<file path="src/rtl/lstm_pkg.sv">
// Shared definitions for the LSTM forward sequencer and its datapath peers.
package lstm_pkg;

   typedef enum logic [2:0] {
      ST_IDLE,
      ST_ZERO,
      ST_MAC,
      ST_DRAIN,
      ST_WRITE,
      ST_DONE
   } state_e;

   // Accumulate beats per cell: every input feature, every recurrent h, plus the bias.
   function automatic int unsigned mac_len(input int unsigned num_input,
                                           input int unsigned num_cell);
      return num_input + num_cell + 1;
   endfunction

   // H/C slot address; slot 0..num_cell-1 holds the t=-1 state, so timestep t lives one row up.
   function automatic int unsigned hc_slot_addr(input int unsigned t,
                                                input int unsigned k,
                                                input int unsigned num_cell);
      return (t + 1) * num_cell + k;
   endfunction

endpackage

</file>
<file path="src/rtl/cnt_tc.sv">
// Up-counter with enable, synchronous clear and terminal-count flag; wraps to 0 after MAX_VAL.
module cnt_tc #(
   parameter int unsigned WIDTH   = 12,
   parameter int unsigned MAX_VAL = 1
) (
   input  logic             clk,
   input  logic             rst_n,
   input  logic             en,
   input  logic             clr,
   output logic [WIDTH-1:0] o_cnt,
   output logic             o_tc
);

   logic [WIDTH-1:0] cnt_q;
   logic [WIDTH-1:0] cnt_d;

   assign o_cnt = cnt_q;
   assign o_tc  = (cnt_q == WIDTH'(MAX_VAL));

   // Next count: clear wins over enable; enabled at terminal count wraps to zero.
   always_comb begin
      cnt_d = cnt_q;
      if (clr) begin
         cnt_d = '0;
      end else if (en) begin
         cnt_d = o_tc ? '0 : cnt_q + WIDTH'(1);
      end
   end

   // Count register.
   always_ff @(posedge clk or negedge rst_n) begin
      if (!rst_n) begin
         cnt_q <= '0;
      end else begin
         cnt_q <= cnt_d;
      end
   end

endmodule

</file>
<file path="src/rtl/lstm_fwd_ctrl.sv">
// LSTM forward-propagation sequencer: zero-fills the t=-1 H/C slot, then for each
// timestep and cell runs the MAC beats, waits out the activation pipeline and writes back.
module lstm_fwd_ctrl
   import lstm_pkg::*;
#(
   parameter int unsigned ADDR_WIDTH = 12,
   parameter int unsigned TIMESTEP   = 7,
   parameter int unsigned NUM_CELL   = 8,
   parameter int unsigned NUM_INPUT  = 53,
   parameter int unsigned DELAY      = 3
) (
   input  logic                  clk,
   input  logic                  rst,
   input  logic                  i_start,
   input  logic                  i_hold,
   output logic                  o_busy,
   output logic                  o_done,
   output logic                  o_addr_en,
   output logic                  o_acc_en,
   output logic                  o_clr_acc,
   output logic [ADDR_WIDTH-1:0] o_mac_idx,
   output logic                  o_wr_en,
   output logic                  o_wr_zero,
   output logic [ADDR_WIDTH-1:0] o_wr_addr,
   output logic [ADDR_WIDTH-1:0] o_t,
   output logic [ADDR_WIDTH-1:0] o_k
);

   localparam int unsigned MAC_LEN = mac_len(NUM_INPUT, NUM_CELL);

   state_e state_q;
   state_e state_d;

   logic                  run;
   logic                  cnt_clr;
   logic [ADDR_WIDTH-1:0] j_cnt, d_cnt, k_cnt, t_cnt, z_cnt;
   logic                  j_tc, d_tc, k_tc, t_tc, z_tc;
   logic                  j_en, d_en, k_en, t_en, z_en;

   // Hold freezes everything in the active states; IDLE/DONE never look at it.
   assign run     = !i_hold;
   assign cnt_clr = (state_q == ST_IDLE) || (state_q == ST_DONE);

   // Counter enables: each counter advances only in its own state and only when not held.
   always_comb begin
      z_en = (state_q == ST_ZERO)  && run;
      j_en = (state_q == ST_MAC)   && run;
      d_en = (state_q == ST_DRAIN) && run;
      k_en = (state_q == ST_WRITE) && run;
      // t stays on the last timestep through DONE rather than wrapping.
      t_en = (state_q == ST_WRITE) && run && k_tc && !t_tc;
   end

   cnt_tc #(.WIDTH(ADDR_WIDTH), .MAX_VAL(NUM_CELL - 1)) u_z (
      .clk(clk), .rst_n(rst), .en(z_en), .clr(cnt_clr), .o_cnt(z_cnt), .o_tc(z_tc));
   cnt_tc #(.WIDTH(ADDR_WIDTH), .MAX_VAL(MAC_LEN - 1)) u_j (
      .clk(clk), .rst_n(rst), .en(j_en), .clr(cnt_clr), .o_cnt(j_cnt), .o_tc(j_tc));
   cnt_tc #(.WIDTH(ADDR_WIDTH), .MAX_VAL(DELAY - 1)) u_d (
      .clk(clk), .rst_n(rst), .en(d_en), .clr(cnt_clr), .o_cnt(d_cnt), .o_tc(d_tc));
   cnt_tc #(.WIDTH(ADDR_WIDTH), .MAX_VAL(NUM_CELL - 1)) u_k (
      .clk(clk), .rst_n(rst), .en(k_en), .clr(cnt_clr), .o_cnt(k_cnt), .o_tc(k_tc));
   cnt_tc #(.WIDTH(ADDR_WIDTH), .MAX_VAL(TIMESTEP - 1)) u_t (
      .clk(clk), .rst_n(rst), .en(t_en), .clr(cnt_clr), .o_cnt(t_cnt), .o_tc(t_tc));

   // State register.
   always_ff @(posedge clk or negedge rst) begin
      if (!rst) begin
         state_q <= ST_IDLE;
      end else begin
         state_q <= state_d;
      end
   end

   // Next-state logic; counters wrap on their own so transitions only watch terminal counts.
   always_comb begin
      state_d = state_q;
      unique case (state_q)
         ST_IDLE:  if (i_start)      state_d = ST_ZERO;
         ST_ZERO:  if (run && z_tc)  state_d = ST_MAC;
         ST_MAC:   if (run && j_tc)  state_d = ST_DRAIN;
         ST_DRAIN: if (run && d_tc)  state_d = ST_WRITE;
         ST_WRITE: if (run)          state_d = (k_tc && t_tc) ? ST_DONE : ST_MAC;
         ST_DONE:                    state_d = ST_IDLE;
         default:                    state_d = ST_IDLE;
      endcase
   end

   // Output decode from registered state/counters; only the strobes see i_hold directly.
   always_comb begin
      o_busy    = (state_q != ST_IDLE);
      o_done    = (state_q == ST_DONE);
      o_addr_en = (state_q == ST_MAC) && run;
      o_acc_en  = (state_q == ST_MAC) && run;
      o_clr_acc = (state_q == ST_MAC) && run && (j_cnt == '0);
      o_mac_idx = j_cnt;
      o_wr_en   = ((state_q == ST_ZERO) || (state_q == ST_WRITE)) && run;
      o_wr_zero = (state_q == ST_ZERO);
      o_wr_addr = '0;
      if (state_q == ST_ZERO) begin
         o_wr_addr = z_cnt;
      end else if (state_q == ST_WRITE) begin
         o_wr_addr = ADDR_WIDTH'(hc_slot_addr(32'(t_cnt), 32'(k_cnt), NUM_CELL));
      end
      o_t = t_cnt;
      o_k = k_cnt;
   end

endmodule

</file>
<file path="config.mk">
export PLATFORM = sky130hd
export DESIGN_NAME = lstm_fwd_ctrl
export DESIGN_NICKNAME = d
export VERILOG_FILES = /design/src/rtl/lstm_pkg.sv /design/src/rtl/cnt_tc.sv /design/src/rtl/lstm_fwd_ctrl.sv
export SDC_FILE = /design/constraint.sdc
export NUM_CORES = 1
export LEC_CHECK = 0
export CORE_MARGIN = 1
export CORE_UTILIZATION = 60
export CTS_CLUSTER_SIZE = 14
export DETAILED_ROUTE_END_ITERATION = 12
export PLACE_DENSITY = 0.94
export SETUP_SLACK_MARGIN = 0.15
export SLEW_MARGIN = 20
export SYNTH_ARGS = -nofsm -noshare
export SYNTH_HDL_FRONTEND = slang
export SYNTH_SLANG_ARGS = --single-unit
</file>
<file path="constraint.sdc">
create_clock -name clk -period 6.1 [get_ports clk]
set_input_delay 1.22 -clock clk [delete_from_list [all_inputs] [get_ports clk]]
set_output_delay 1.22 -clock clk [all_outputs]
set_load 0.005 [all_outputs]
</file>
==> results_dict.tcl, run 1 <==
set metrics [dict create \
    dr_total_vias 4069 \
    antenna_found_initial 0 \
    clock_latency_ps 350 \
    worstPathArrival_ps 3530 \
    ant_nets 0 \
    initial_core_util_pct 62.1 \
    h-tree-depth 3 \
    worstSetupStartpoint "i_hold" \
    worst-setup-path-type "in2out" \
    cp.required_ps 4880 \
    vias_per_cell 6.34 \
    rsz0062_at_grt "false" \
    worst_path_max_delay_cell "or4b_1" \
    post_cts_buffers 0 \
    gp_congestion 0.934 \
    period_share_pct 77.8 \
    synth-seq-cells 63 \
    cpPeakStageDelay_ps 740 \
    synth_cells 489 \
    path_cells "clkdlybuf4s50_1 -> or4b_1 -> nor4_1 -> clkdlybuf4s50_1" \
    cts_tree "built" \
    syn-cell-area_um2 4220 \
    final_area_um2 5060 \
    rrSetupSlack_ps 3530 \
    drc_errors 0 \
    tightest_slew_ps 983 \
    fmax_mhz 211 \
    cts-resized-gates 0 \
    clockBufferDepth 2 \
    max-cap-violations 0 \
    seq_area_frac_synth_pct 37.4 \
    synth-main-ff-cell "dfrtp_1" \
    routed_wirelength_um 11200 \
    drt-pass1-iter-count 8 \
    r2r-end "u_j.o_cnt[8]" \
    fin_setup_tns_ps 0 \
    status "finished clean" \
    endpoint_kind "output port" \
    period_needed_ps 4750 \
    hold_start "u_z.o_cnt[11]" \
    cp_top_family "buffers and inverters" \
    synthesis.nets 511 \
    dp_hpwl_um 7820 \
    yosys_warnings 0 \
    clk_pin_slew_ps 70 \
    dieHeight_um 85.9 \
    fin_ws_ps 1350 \
    syn_to_final_growth_pct 20.0 \
    port_buffers 58 \
    worstHoldPathCells 1 \
    num-fill-cells 467 \
    slew_headroom_pct 34.5 \
    ios 59 \
    cts_sinks 63 \
    synth_cell_types 62 \
    dieArea_um2 7370 \
    grt_pass1_wl_um 17900 \
    numCtsBuffers 9 \
    final_hold_viol_count 0 \
    fin_worst_skew_ps 10.0 \
    pre_cts_ws_ps 1370 \
    final_layout_size_suffix_gt1_share_pct 6.59 \
    track_usage_pct 31.1 \
    hp-class "reg2reg" \
    cpMostUsedCell "clkdlybuf4s50_1" \
    grt_max_degree 64 \
    critPathBufInv 2 \
    wire_per_inst_um 17.4 \
    final_nets 563 \
    ctsHoldBuffers 0 \
    drt_iter0_drc 435 \
    reg2regPathDepth 6 \
    rows 30 \
    setup-violations-final 0 \
    p_per_area_nw_per_um2 277 \
    p_leak_nw 2.08 \
    maxSlewViolCount 0 \
    timing.rr.start "state_q[0]" \
    startpoint_type "input pin" \
    async_flop_share_pct 100 \
    synth-edff-count 0 \
    overflow 0 \
    avgSynthCellArea_um2 8.63 \
    cts_root_buffer "clkbuf_8" \
    placed_area_um2 4840 \
    die_width_um 85.9 \
    core_area_um2 6790 \
    grt_pass1_vias 3742 \
    n_antenna_cell 0 \
    hold_path_end "u_z.o_cnt[11]" \
    cp_max_fo 14 \
    peakVddDrop_uv 183 \
]
registers in the layout, indices dropped and copies added (netlist names):
signal,cells
u_d.o_cnt,12
u_j.o_cnt,12
u_k.o_cnt,12
u_t.o_cnt,12
u_z.o_cnt,12
state_q,3
kinds of logic after synthesis:
kind of cell / after synthesis / share of synthesized area, %
buffers and inverters: 37 / 3.91
multiplexers: 6 / 1.48
XOR/XNOR: 37 / 7.68
AND/OR/NAND/NOR: 231 / 29.4
flip-flops: 63 / 37.4
adder cells (fa/ha/maj): 18 / 5.52
AO/OA/AOI/OAI: 97 / 14.6
layout make-up:
class	count	area [µm²]	share of cell area (%)
clock buffer	9	124	2.45
multi-input combinational	389	2480	49.0
timing repair buffer	61	598	11.8
sequential	63	1580	31.1
inverter	17	63.8	1.26
tap	96	120	2.37
clock inverter	7	96.3	1.90
how the worst max path moves through the flow:
stage / end / cells after the start / slack (ps)
finish: o_clr_acc / 4 / 1350
global route: o_clr_acc / 4 / 1270
CTS: o_clr_acc / 4 / 1360
detailed placement: o_clr_acc / 4 / 1370
global placement: o_clr_acc / 4 / 1440
floorplan: o_wr_addr[11] / 9 / 2730
metal layers:
layer	share of wire, %	global-route usage (%)
met5	0	0
met2	48	50.3
met1	42	41.6
met4	2.7	13.3
met3	7.2	5.10
stage by stage:
stage	instances	hold slack [ps]	power (mW)	utilization [%]
final	642	521	1.40	74.5
after detailed placement	626	506	0.978	71.3
after floorplan	489	466	0.846	-
after CTS	642	515	1.39	74.5
after global routing	642	541	1.47	74.5
after global placement	626	520	0.957	71.3
power breakdown:
group          internal [mW]  leakage, nW  total, mW  switching, mW
logic                  0.180         1.10      0.481          0.301
clock network          0.230        0.102      0.408          0.178
registers              0.444        0.873      0.511         0.0669
total                  0.854         2.08       1.40          0.546
synth_stat cells, types with 10 or more instances:
library cell / number / share of area [%]
a22o_1: 10 / 2.1
xnor2_1: 27 / 5.6
inv_1: 17 / 1.5
ha_1: 17 / 5.0
xor2_1: 10 / 2.1
nand3_1: 26 / 3.1
dfrtp_1: 63 / 37
a21oi_1: 13 / 1.5
o21ai_0: 44 / 5.2
nor3_1: 25 / 3.0
nor2_1: 42 / 3.7
and3_1: 11 / 1.6
nor4_1: 10 / 1.5
nand2_1: 60 / 5.3
layout by cell type, fill, tap and decap left out, types with 5 or more instances in the layout:
cell,n
nor2_1,42
nand4_1,7
o21ai_0,44
o31ai_1,5
and3_1,11
nor4_1,10
and4_1,5
or3_1,8
clkdlybuf4s50_1,57
dfrtp_1,63
nor3_1,24
nor2b_1,5
ha_1,17
inv_1,17
nand3_1,26
nand2_1,60
xnor2_1,27
xor2_1,10
a22o_1,10
a31oi_1,5
clkbuf_8,9
a21oi_1,13
Note: power is estimated with default switching activity, not from simulation.
==> inputs of run 2 (changes only) <==
- CORE_UTILIZATION: 60 -> 50
- PLACE_DENSITY: 0.94 -> 0.85
- clock period: 6.1 -> 4.15 ns (I/O delays scaled with it)
==> run 2 against run 1 <==
  * Clock power grew 39%
  * Critical path depth increased by 6
  * Final area up 2.1%
  * Clock-buffer cell count is 4 higher
  * Critical path type is now reg2out
==> results_dict.tcl, run 2 (same netlist as run 1, synthesis figures left out) <==
set metrics [dict create \
    drt_iter0_drc 364 \
    tightest_slew_ps 858 \
    n_antenna_cell 0 \
    p_int_mw 1.25 \
    p_sw_mw 0.764 \
    clk_pin_slew_ps 70 \
    cts_root_buffer "clkbuf_8" \
    cpMostUsedCell "xnor2_1" \
    maxSlewViolCount 0 \
    setup-violations-final 0 \
    cpPeakStageDelay_ps 500 \
    holdWs_ps 529 \
    dr_total_vias 3979 \
    grt_pass1_vias 3713 \
    final_hold_viol_count 0 \
    clockPowerShare_pct 28.2 \
    final_layout_size_suffix_gt1_share_pct 9.78 \
    cts_tree "built" \
    drt-pass1-iter-count 5 \
    path_cells "and4_4 -> nand2_1 -> xnor2_1 -> ha_1 -> nand3_1 -> o211ai_1 -> o41ai_2 -> xnor2_1 -> a22o_1 -> clkdlybuf4s50_1" \
    wire_per_inst_um 16.6 \
    track_usage_pct 26.3 \
    cts_sinks 63 \
    port_buffers 58 \
    num-fill-cells 648 \
    ant_nets 0 \
    endpoint_kind "output port" \
    vias_per_cell 6.06 \
    stdcell_count 657 \
    h-tree-depth 3 \
    clock_latency_ps 350 \
    fin_setup_tns_ps 0 \
    dieArea_um2 8810 \
    switching_share_pct 38.0 \
    dieHeight_um 93.9 \
    fmax_mhz 256 \
    max-cap-violations 0 \
    final_cell_mix "60 x nand2_1, 59 x dfrtp_1, 57 x clkdlybuf4s50_1" \
    clockBufferDepth 2 \
    gp_congestion 0.890 \
    overflow 0 \
    initial_core_util_pct 51.6 \
    place_inst 637 \
    ios 59 \
    grt_pass1_wl_um 18000 \
    syn_to_final_growth_pct 22.5 \
    rows 33 \
    rsz0062_at_grt "false" \
    hp-class "reg2reg" \
    ctsHoldBuffers 0 \
    worst-setup-path-type "reg2out" \
    slew_headroom_pct 42.8 \
    routed_wirelength_um 10900 \
    peakVddDrop_uv 178 \
    fin_worst_skew_ps 9.64 \
    cp.required_ps 3320 \
    dp_hpwl_um 7890 \
    core_area_um2 8180 \
    grt_max_degree 38 \
    period_share_pct 94.3 \
    final_common_cell "nand2_1" \
    worstPathArrival_ps 3080 \
    status "finished clean" \
    cp_max_fo 5 \
    p_seq_share_pct 36.3 \
    die_width_um 93.9 \
    numCtsBuffers 9 \
    p_leak_nw 2.12 \
    worst_path_max_delay_cell "clkdlybuf4s50_1" \
    antenna_found_initial 0 \
    drc_errors 0 \
    period_needed_ps 3910 \
    p_per_area_nw_per_um2 389 \
    p_comb_share_pct 35.5 \
    final_nets 569 \
    startpoint_type "flip-flop" \
]
==> run 2: changes by cell type in the layout (fill, tap and decap cells not counted), sizes merged <==
| cell | change |
|---|---|
| clkbuf | +4 |
| buf | +6 |
| bufinv | -1 |
| clkinvlp | -3 |
| inv | -1 |
| clkinv | +1 |
==> run 2: final timing paths <==
check                              start             to  slack, ps  cells after the start
setup / recovery            u_t.o_cnt[1]  o_wr_addr[11]        240                     10
hold / removal             u_z.o_cnt[11]  u_z.o_cnt[11]        530                      1
setup reg to reg              state_q[1]   u_t.o_cnt[8]       1570                      5
hold reg to reg            u_z.o_cnt[11]  u_z.o_cnt[11]        530                      1
max in group asynchronous            rst   u_t.o_cnt[2]       2670                      2
min in group asynchronous            rst   u_z.o_cnt[5]        590                      1
==> run 2: critical path: cells and delay by family, from the launching register on <==
family                     cells  cell delay, ps
DFF                            1             430
AOI/OAI and AO/OA              3             660
xor gates and xnor gates       2             330
adders and majority gates      1             380
and+or+nand+nor                3             450
buffers and inverters          1             500
==> run 2: layout make-up <==
| cell class | count | area [µm²] | share of cell area, % |
|---|---|---|---|
| inverter | 17 | 63.8 | 1.23 |
| timing repair buffer | 67 | 643 | 12.4 |
| sequential | 63 | 1580 | 30.6 |
| tap | 105 | 131 | 2.54 |
| clock inverter | 3 | 40.0 | 0.775 |
| multi-input combinational | 389 | 2540 | 49.1 |
| clock buffer | 13 | 169 | 3.27 |
==> run 2: layer usage <==
layer / part of all wire, % / GRT usage, % / up-vias
met4: 3.0 / 12.2 / 0
li1: - / - / 1879
met1: 44 / 35.1 / 1911
met3: 5.7 / 3.96 / 30
met2: 48 / 42.0 / 159
met5: 0 / 0 / -
==> run 2: repair_timing <==
action	4_1_cts	5_1_grt
setup buffers	0	4
pin swaps	0	6
gates resized for setup	2	12
setup endpoints to repair	1	3
==> run 2: power by group through the flow <==
stage / Sequential, mW / Clock, mW / Combinational, mW
floorplan: 0.698 / 0 / 0.545
global placement: 0.737 / 0 / 0.680
detailed placement: 0.741 / 0 / 0.707
CTS: 0.729 / 0.570 / 0.708
global route: 0.739 / 0.595 / 0.803
finish: 0.730 / 0.568 / 0.713
==> run 2: stage by stage <==
step	power [mW]	util, %	cell area (µm²)	setup WS (ps)
after CTS	2.01	62.2	5080	200
after global routing	2.14	63.2	5170	141
after floorplan	1.24	-	4220	1170
final	2.01	63.2	5170	237
after detailed placement	1.45	59.5	4870	466
after global placement	1.42	59.5	4870	530
